## config.mk

```make
export PLATFORM = sky130hd
export DESIGN_NAME = uart_txd
export DESIGN_NICKNAME = d
export VERILOG_FILES = /design/src/rtl/uart_txd.sv
export SDC_FILE = /design/constraint.sdc
export NUM_CORES = 1
export LEC_CHECK = 0
export CORE_MARGIN = 3
export CORE_UTILIZATION = 60
export CTS_CLUSTER_DIAMETER = 80
export DETAILED_ROUTE_END_ITERATION = 8
export PLACE_DENSITY = 0.77
export RECOVER_POWER = 25
export SLEW_MARGIN = 5
export SYNTH_ARGS = -nofsm -noshare
export SYNTH_HDL_FRONTEND = slang
export SYNTH_SLANG_ARGS = --single-unit
```

## constraint.sdc

```tcl
create_clock -name SYS_CLK -period 4.3 [get_ports SYS_CLK]
set_input_delay 0.86 -clock SYS_CLK [delete_from_list [all_inputs] [get_ports SYS_CLK]]
set_output_delay 0.86 -clock SYS_CLK [all_outputs]
set_load 0.05 [all_outputs]
```

## src/rtl/uart_txd.sv

```systemverilog
`default_nettype none
// ============================================================================
// Module   : uart_txd
// Brief    : UART transmitter, 8N1 (LSB first) with a one-byte holding
//            register so back-to-back frames leave no idle gap.
//            Optional even-parity bit enabled by macro UART_TX_PARITY_EN.
// Revision : 1.0 - initial release
// ============================================================================
module uart_txd #(
  parameter int BAUD           = 115200,
  parameter int SYS_CLK_PERIOD = 50
) (
  input  logic       SYS_CLK,
  input  logic       RST_N,
  input  logic [7:0] tx_data,
  input  logic       tx_req,
  output logic       tx_ready,
  output logic       Txd,
  output logic       tx_busy,
  output logic       tx_done
);

  // Cycles per bit; shared with the receiver so both ends agree on timing.
  localparam int          BAUD_CNT_END = 1_000_000_000 / BAUD / SYS_CLK_PERIOD;
  localparam logic [15:0] c_CNT_LAST   = 16'(BAUD_CNT_END - 1);

  typedef enum logic [2:0] {
    S_IDLE   = 3'd0,
    S_START  = 3'd1,
    S_DATA   = 3'd2,
    S_STOP   = 3'd3
`ifdef UART_TX_PARITY_EN
    ,
    S_PARITY = 3'd4
`endif
  } state_t;

  state_t      r_state;
  state_t      w_state_next;
  logic [15:0] r_baud_cnt;
  logic [15:0] w_baud_cnt_next;
  logic [2:0]  r_bit_cnt;
  logic [2:0]  w_bit_cnt_next;
  logic [7:0]  r_shift;
  logic [7:0]  w_shift_next;
  logic [7:0]  r_hold;
  logic        r_tx_ready;
  logic        r_txd;
  logic        w_txd_next;
  logic        r_busy;
  logic        r_done;
  logic        w_done_next;
  logic        w_transfer;
  logic        w_accept;
  logic        w_hold_full;
  logic        w_bit_end;
`ifdef UART_TX_PARITY_EN
  logic        r_parity;
`endif

  // tx_ready low means the holding register holds a byte not yet shifted.
  assign w_hold_full = ~r_tx_ready;
  assign w_accept    = tx_req & r_tx_ready;
  assign w_bit_end   = (r_state != S_IDLE) && (r_baud_cnt == c_CNT_LAST);

  // Next-state, shift, counter and line-level decode.
  always_comb begin
    w_state_next   = r_state;
    w_shift_next   = r_shift;
    w_bit_cnt_next = r_bit_cnt;
    w_done_next    = 1'b0;
    w_transfer     = 1'b0;
    w_txd_next     = 1'b1;

    case (r_state)
      S_IDLE: begin
        if (w_hold_full) begin
          w_transfer     = 1'b1;
          w_state_next   = S_START;
          w_shift_next   = r_hold;
          w_bit_cnt_next = 3'd0;
        end
      end
      S_START: begin
        if (w_bit_end) w_state_next = S_DATA;
      end
      S_DATA: begin
        if (w_bit_end) begin
          w_shift_next   = {1'b0, r_shift[7:1]};
          w_bit_cnt_next = r_bit_cnt + 3'd1;
          if (r_bit_cnt == 3'd7) begin
`ifdef UART_TX_PARITY_EN
            w_state_next = S_PARITY;
`else
            w_state_next = S_STOP;
`endif
          end
        end
      end
`ifdef UART_TX_PARITY_EN
      S_PARITY: begin
        if (w_bit_end) w_state_next = S_STOP;
      end
`endif
      S_STOP: begin
        if (w_bit_end) begin
          w_done_next = 1'b1;
          // A queued byte starts immediately so the line never idles between frames.
          if (w_hold_full) begin
            w_transfer     = 1'b1;
            w_state_next   = S_START;
            w_shift_next   = r_hold;
            w_bit_cnt_next = 3'd0;
          end else begin
            w_state_next   = S_IDLE;
          end
        end
      end
      default: w_state_next = S_IDLE;
    endcase

    // Counter is pinned at zero in IDLE so the first bit gets a full period.
    if ((r_state == S_IDLE) || w_bit_end) w_baud_cnt_next = 16'd0;
    else                                  w_baud_cnt_next = r_baud_cnt + 16'd1;

    // Line level is decoded from the next state so Txd can be a flop.
    case (w_state_next)
      S_START:  w_txd_next = 1'b0;
      S_DATA:   w_txd_next = w_shift_next[0];
`ifdef UART_TX_PARITY_EN
      S_PARITY: w_txd_next = r_parity;
`endif
      default:  w_txd_next = 1'b1;
    endcase
  end

  // FSM state, baud/bit counters and shift register.
  always_ff @(posedge SYS_CLK or negedge RST_N) begin
    if (!RST_N) begin
      r_state    <= S_IDLE;
      r_baud_cnt <= 16'd0;
      r_bit_cnt  <= 3'd0;
      r_shift    <= 8'd0;
    end else begin
      r_state    <= w_state_next;
      r_baud_cnt <= w_baud_cnt_next;
      r_bit_cnt  <= w_bit_cnt_next;
      r_shift    <= w_shift_next;
    end
  end

  // Holding register: load on acceptance, release to the shifter on transfer.
  always_ff @(posedge SYS_CLK or negedge RST_N) begin
    if (!RST_N) begin
      r_hold     <= 8'd0;
      r_tx_ready <= 1'b1;
    end else begin
      if (w_accept) begin
        r_hold     <= tx_data;
        r_tx_ready <= 1'b0;
      end else if (w_transfer) begin
        r_tx_ready <= 1'b1;
      end
    end
  end

`ifdef UART_TX_PARITY_EN
  // Even parity of the byte being shifted, captured when it leaves the holding register.
  always_ff @(posedge SYS_CLK or negedge RST_N) begin
    if (!RST_N)          r_parity <= 1'b0;
    else if (w_transfer) r_parity <= ^r_hold;
  end
`endif

  // Registered line and status outputs.
  always_ff @(posedge SYS_CLK or negedge RST_N) begin
    if (!RST_N) begin
      r_txd  <= 1'b1;
      r_busy <= 1'b0;
      r_done <= 1'b0;
    end else begin
      r_txd  <= w_txd_next;
      r_busy <= (w_state_next != S_IDLE);
      r_done <= w_done_next;
    end
  end

  assign tx_ready = r_tx_ready;
  assign Txd      = r_txd;
  assign tx_busy  = r_busy;
  assign tx_done  = r_done;

endmodule
`default_nettype wire

```

# Word-level counts from Yosys, hierarchy flattened
# Index checks and enable logic that the tools add are counted.
dict set report totals {
  regBits 42
  ram_bits 0
  mem_count 0
  output_inout_bits 4
  elab_cells 54
  mem_bits_ro 0
  latch_bits 0
  in_bits 11
}
dict set report classes {
  magnitude_cmp 0
  n_eq_ne 9
  addsub 2
  mux 24
  reduce_logical 8
  mul 0
  n_bitwise 1
  shifts 0
  div_mod_pow 0
}
# op n
set ops {}
lappend ops {{3-bit 2-to-1 mux} 8}
lappend ops {{8-bit 2-to-1 mux} 3}
lappend ops {{8-bit one-hot mux with 3 select lines} 1}
lappend ops {{16-bit by 1-bit adder with 16-bit output (second input constant)} 1}
lappend ops {{16-bit by 8-bit equality test with 1-bit output (second input constant)} 1}
lappend ops {{16-bit 2-to-1 mux} 1}
lappend ops {{3-bit one-hot mux with 4 select lines} 1}
lappend ops {{3-bit by 2-bit equality test with 1-bit output (second input constant)} 3}
lappend ops {{3-bit one-hot mux with 3 select lines} 1}
lappend ops {{3-bit nonzero test} 3}
lappend ops {{1-bit 2-to-1 mux} 7}
lappend ops {{3-bit by 1-bit equality test with 1-bit output (second input constant)} 2}
lappend ops {{2-bit inequality test (second input constant)} 2}
lappend ops {{1-bit one-hot mux with 2 select lines} 2}
lappend ops {{3-bit by 1-bit adder with 3-bit output (second input constant)} 1}
lappend ops {{3-bit equality test (second input constant)} 1}
lappend ops {{3-bit zero test} 1}
lappend ops {{3-bit AND reduction} 1}
lappend ops {{2-bit nonzero test} 1}
lappend ops {{1-bit bitwise AND} 1}
lappend ops {{1-bit logical AND} 1}
lappend ops {{1-bit logical OR} 1}

# Longest topological paths before layout
dict set report depth {
  ltp_word 6
  depth_mapped 8
  mapped_depth_nobuf 7
}

# Least setup slack after synthesis
# OpenSTA, ideal clock, no wires.
dict set report synth_path {
  path_type {flip-flop to flip-flop}
  start {register r_baud_cnt[0]}
  end {register r_shift[1]}
  required_ps 4173
  setup_time_ps 127
  n_path_buf 1
  period_less_slack_ps 1696
  stages_incl_launch_ff 9
  arrival_ps 1569
  slack_ps 2604
  cell_sequence {dfrtp_1 > inv_1 > ha_1 > nor4b_4 > and4_1 > buf_6 > o21ai_4 > a222oi_1 > inv_1}
}
dict set report synth_between {
  elab_chain_cells 4
  word_cells_on_any_way 5
  classes_between {3 x eq/ne; 2 x reduce/logical}
}
# item line_no
set synth_rtl {}
lappend synth_rtl {{start: declaration} 40} ;# logic [15:0] r_baud_cnt;
lappend synth_rtl {{start signal: assignment} 146} ;# r_baud_cnt <= w_baud_cnt_next;
lappend synth_rtl {{16-bit by 8-bit equality test with 1-bit output *} 64} ;# assign w_bit_end = (r_state != S_IDLE) && (r_baud_cnt == c_CNT_LAST);
lappend synth_rtl {{1-bit logical AND *} 64}
lappend synth_rtl {{2-bit inequality test (no source line)} --}
lappend synth_rtl {{3-bit AND reduction (no source line) *} --}
lappend synth_rtl {{end signal: assignment} 148} ;# r_shift <= w_shift_next;
lappend synth_rtl {{end: declaration} 44} ;# logic [7:0] r_shift;
# Every way passes the cells marked *; elsewhere a longest branch is shown, timed or not.
# A chain may end at the register's enable or synchronous reset.

# Worst setup path in the final report
dict set report layout_path {
  start {register r_tx_ready (netlist: tx_ready)}
  end {output port tx_ready}
}
# item line_no
set layout_rtl {}
lappend layout_rtl {{start: declaration} 47} ;# logic r_tx_ready;
lappend layout_rtl {{start signal: assignment} 156} ;# r_tx_ready <= 1'b1;
lappend layout_rtl {{start signal: assignment} 160} ;# r_tx_ready <= 1'b0;
lappend layout_rtl {{start signal: assignment} 162} ;# r_tx_ready <= 1'b1;
lappend layout_rtl {{end: declaration} 17} ;# output logic tx_ready,
# No word-level cell between the ends.

==> flow_metrics.tcl <==
set metrics [dict create \
    layout-drive-gt1-share_pct 17.2 \
    yosys.area_share.simple_pct 23.8 \
    crit_family "buffers and inverters" \
    setup_viol 0 \
    synth-compound-area-share_pct 10.1 \
    setup_tns_ns 0 \
    diodes 0 \
    ant_nets 0 \
    cts-resized-gates 0 \
    rows 21 \
    fp.dieW_um 66.0 \
    path_cells "clkdlybuf4s50_1" \
    crit_arrival_ns 1.82 \
    synthXorXnorAreaFrac_pct 5.68 \
    crit_path_max_fanout 7 \
    leakage_nw 1.04 \
    fin_crit_sh_pct 62.3 \
    synth_cells 194 \
    tightest_slew_ns 2.18 \
    cts_setup_buffers 0 \
    critPathBufInv 1 \
    grt_util_all_layers_pct 21.6 \
    yosysSeqAreaShare_pct 48.8 \
    synth_mux_area_share_pct 5.10 \
    cts.htree.levels 2 \
    cap_viol_max_count 1 \
    grt_pass1_wl_mm 7.04 \
    die-area_um2 4350 \
    synthAdderAreaFrac_pct 2.32 \
    start_util_pct 63.7 \
    wire_per_inst_um 15.6 \
    finalPower_mw 1.03 \
    min_period_ns 2.68 \
    slew_violations 43 \
    cts_tree "done" \
    cts_sinks 42 \
    vias 1498 \
    critPathLaunchType "flop" \
    crit_path_end_kind "primary output" \
    cts_buffers 5 \
    synth_warnings 0 \
    ctsHoldBuffers 0 \
    place_area_um2 2290 \
    final_cell_area_um2 2380 \
    nets 223 \
    drt-initial-drc-count 142 \
    area_growth_pct 10.1 \
    place_hpwl_mm 2.86 \
    fp.coreArea_um2 3390 \
    port_buffers 14 \
    violations "max-capacitance violations, max-slew violations" \
    hold_violations 0 \
    required_ns 3.44 \
    ios 15 \
    cts_root_buf "clkbuf_4" \
    clkTransAtPathRegs_ns 0.12 \
    peakVddDrop_mv 0.299 \
    rsz0062_at_grt "no" \
    status "complete, but fails checks" \
    fmax_mhz 373 \
    drc 0 \
    die_y_um 66.0 \
    clk_path_buf_depth 2 \
    hold_slack_ns 0.482 \
    crit_path_top_delay_cell "clkdlybuf4s50_1" \
    vias_per_cell 5.87 \
    gr-total-overflow 0 \
    synth_top_family_by_area "simple AND/OR/NAND/NOR gates" \
    max_stage_delay_ns 0.83 \
    synth_fp_nets 209 \
    fillers 252 \
    grt_pass1_vias 1516 \
    first_pass_iters 4 \
    antenna_found_initial 0 \
    critical_path_class "reg2out" \
    fin_skew_ns 0.0161 \
    wirelength_mm 3.97 \
    slew_headroom_pct -45.7 \
    synth_area_um2 2160 \
    p_per_area_nw_per_um2 432 \
    hold_path_class "reg2reg" \
    place.gp.congestion 0.864 \
    grt_max_degree 43 \
    avgSynthCellArea_um2 11.1 \
    synth_cell_type_count 48 \
    synth-seq-cells 42 \
    clock_latency_ns 0.35 \
]
==> cell families (layout without fill, tap and decap cells) <==
family / count (synthesis) / count (layout)
AOI/OAI and AO/OA: 23 / 23
xor gates and xnor gates: 14 / 14
adders and majority gates: 4 / 4
buffers and inverters: 15 / 30
DFF: 42 / 42
muxes: 10 / 10
other: 1 / 1
and+or+nand+nor: 85 / 85
==> per-layer routing <==
metal | up-vias | wire length [µm] | global-route usage, %
li1 | 706 | - | -
met4 | 0 | 61 | 8.63
met5 | - | 0 | 0
met1 | 732 | 1750 | 28.7
met2 | 54 | 1950 | 33.9
met3 | 6 | 217 | 5.27
==> state kept, by name, summed over array words and instances (netlist names) <==
register	flops
Txd	1
r_baud_cnt	16
r_bit_cnt	3
r_hold	8
r_shift	8
r_state	3
tx_busy	1
tx_done	1
tx_ready	1
==> worst paths after layout <==
check / cells after the start / slack, ns / from / to
max in group asynchronous: 1 / 1.91 / RST_N / r_baud_cnt[9]
worst min register to register: 2 / 0.48 / r_shift[6] / r_shift[6]
worst min-delay path: 2 / 0.48 / r_shift[6] / r_shift[6]
worst max register to register: 7 / 2.28 / r_baud_cnt[0] / r_shift[1]
worst max-delay path: 1 / 1.62 / tx_ready / tx_ready
min in group asynchronous: 1 / 1.13 / RST_N / r_baud_cnt[13]
==> cell usage after synthesis (all sizes together) <==
cell | n | area share, %
dfrtp | 40 | 46
nand2 | 22 | 3.8
nor2 | 22 | 3.8
inv | 8 | 1.4
mux2 | 8 | 4.2
nand3 | 8 | 2.1
xor2 | 8 | 3.2
buf | 6 | 2.5
xnor2 | 6 | 2.4
a22oi | 5 | 1.7
and4 | 5 | 2.1
nor3 | 5 | 1.7
nor4b | 5 | 3.7
o21ai | 5 | 2.2
and3 | 4 | 1.2
ha | 4 | 2.3
nand4 | 4 | 1.2
a21o | 3 | 1.0
a22o | 3 | 1.3
nand2b | 3 | 0.87
nor4 | 3 | 1.9
a2bb2oi | 2 | 1.1
dfstp | 2 | 2.4
mux2i | 2 | 0.93
a211oi | 1 | 0.93
a21oi | 1 | 0.41
a222oi | 1 | 0.46
and2 | 1 | 0.29
and2b | 1 | 0.41
and4b | 1 | 0.46
clkbuf | 1 | 0.17
conb | 1 | 0.17
o21bai | 1 | 0.35
o32a | 1 | 0.52
or2 | 1 | 0.29
==> metrics by stage <==
stage	util (%)	setup WS, ns	instances
6_report	70.1	1.62	255
5_1_grt	70.1	1.50	255
4_1_cts	70.2	1.60	255
3_5_place_dp	67.7	2.01	247
3_3_place_gp	67.7	2.02	247
2_1_floorplan	-	2.60	194
==> cells in the final DEF (no fill, tap or decap), types with 2 or more instances in the layout <==
master,synthesis,layout
a21o_1,3,3
a22o_2,2,2
a22oi_1,5,5
and3_1,3,3
and4_1,4,4
clkbuf_1,1,2
clkbuf_4,0,5
clkdlybuf4s50_1,0,13
dfrtp_1,40,40
dfstp_2,2,2
ha_1,4,4
inv_1,8,8
mux2_2,8,8
mux2i_1,2,2
nand2_1,22,22
nand2b_1,3,3
nand3_1,7,7
nand4_1,4,4
nor2_1,22,22
nor3_1,4,4
nor4b_1,2,2
nor4b_4,2,2
o21ai_0,3,3
o21ai_4,2,2
xnor2_1,6,6
xor2_1,8,8
==> report_power, final <==
group | leakage [nW] | total (mW) | switching (mW) | internal, mW
Combinational | 0.460 | 0.223 | 0.111 | 0.111
Sequential | 0.539 | 0.544 | 0.0624 | 0.481
Clock | 0.0455 | 0.261 | 0.122 | 0.139
Total | 1.04 | 1.03 | 0.296 | 0.732
==> cell type report <==
class                   count  area, µm²  share of cell area (%)
well taps                  46       57.6                    2.42
inverters                   8       30.0                    1.26
multi-input cells         137       1020                    42.8
flip-flops and latches     42       1050                    44.3
repair buffers             14        134                    5.63
clock inverters             1       30.0                    1.26
clock buffers               7       55.1                    2.32
No activity file was read; power rests on OpenSTA's default activity.
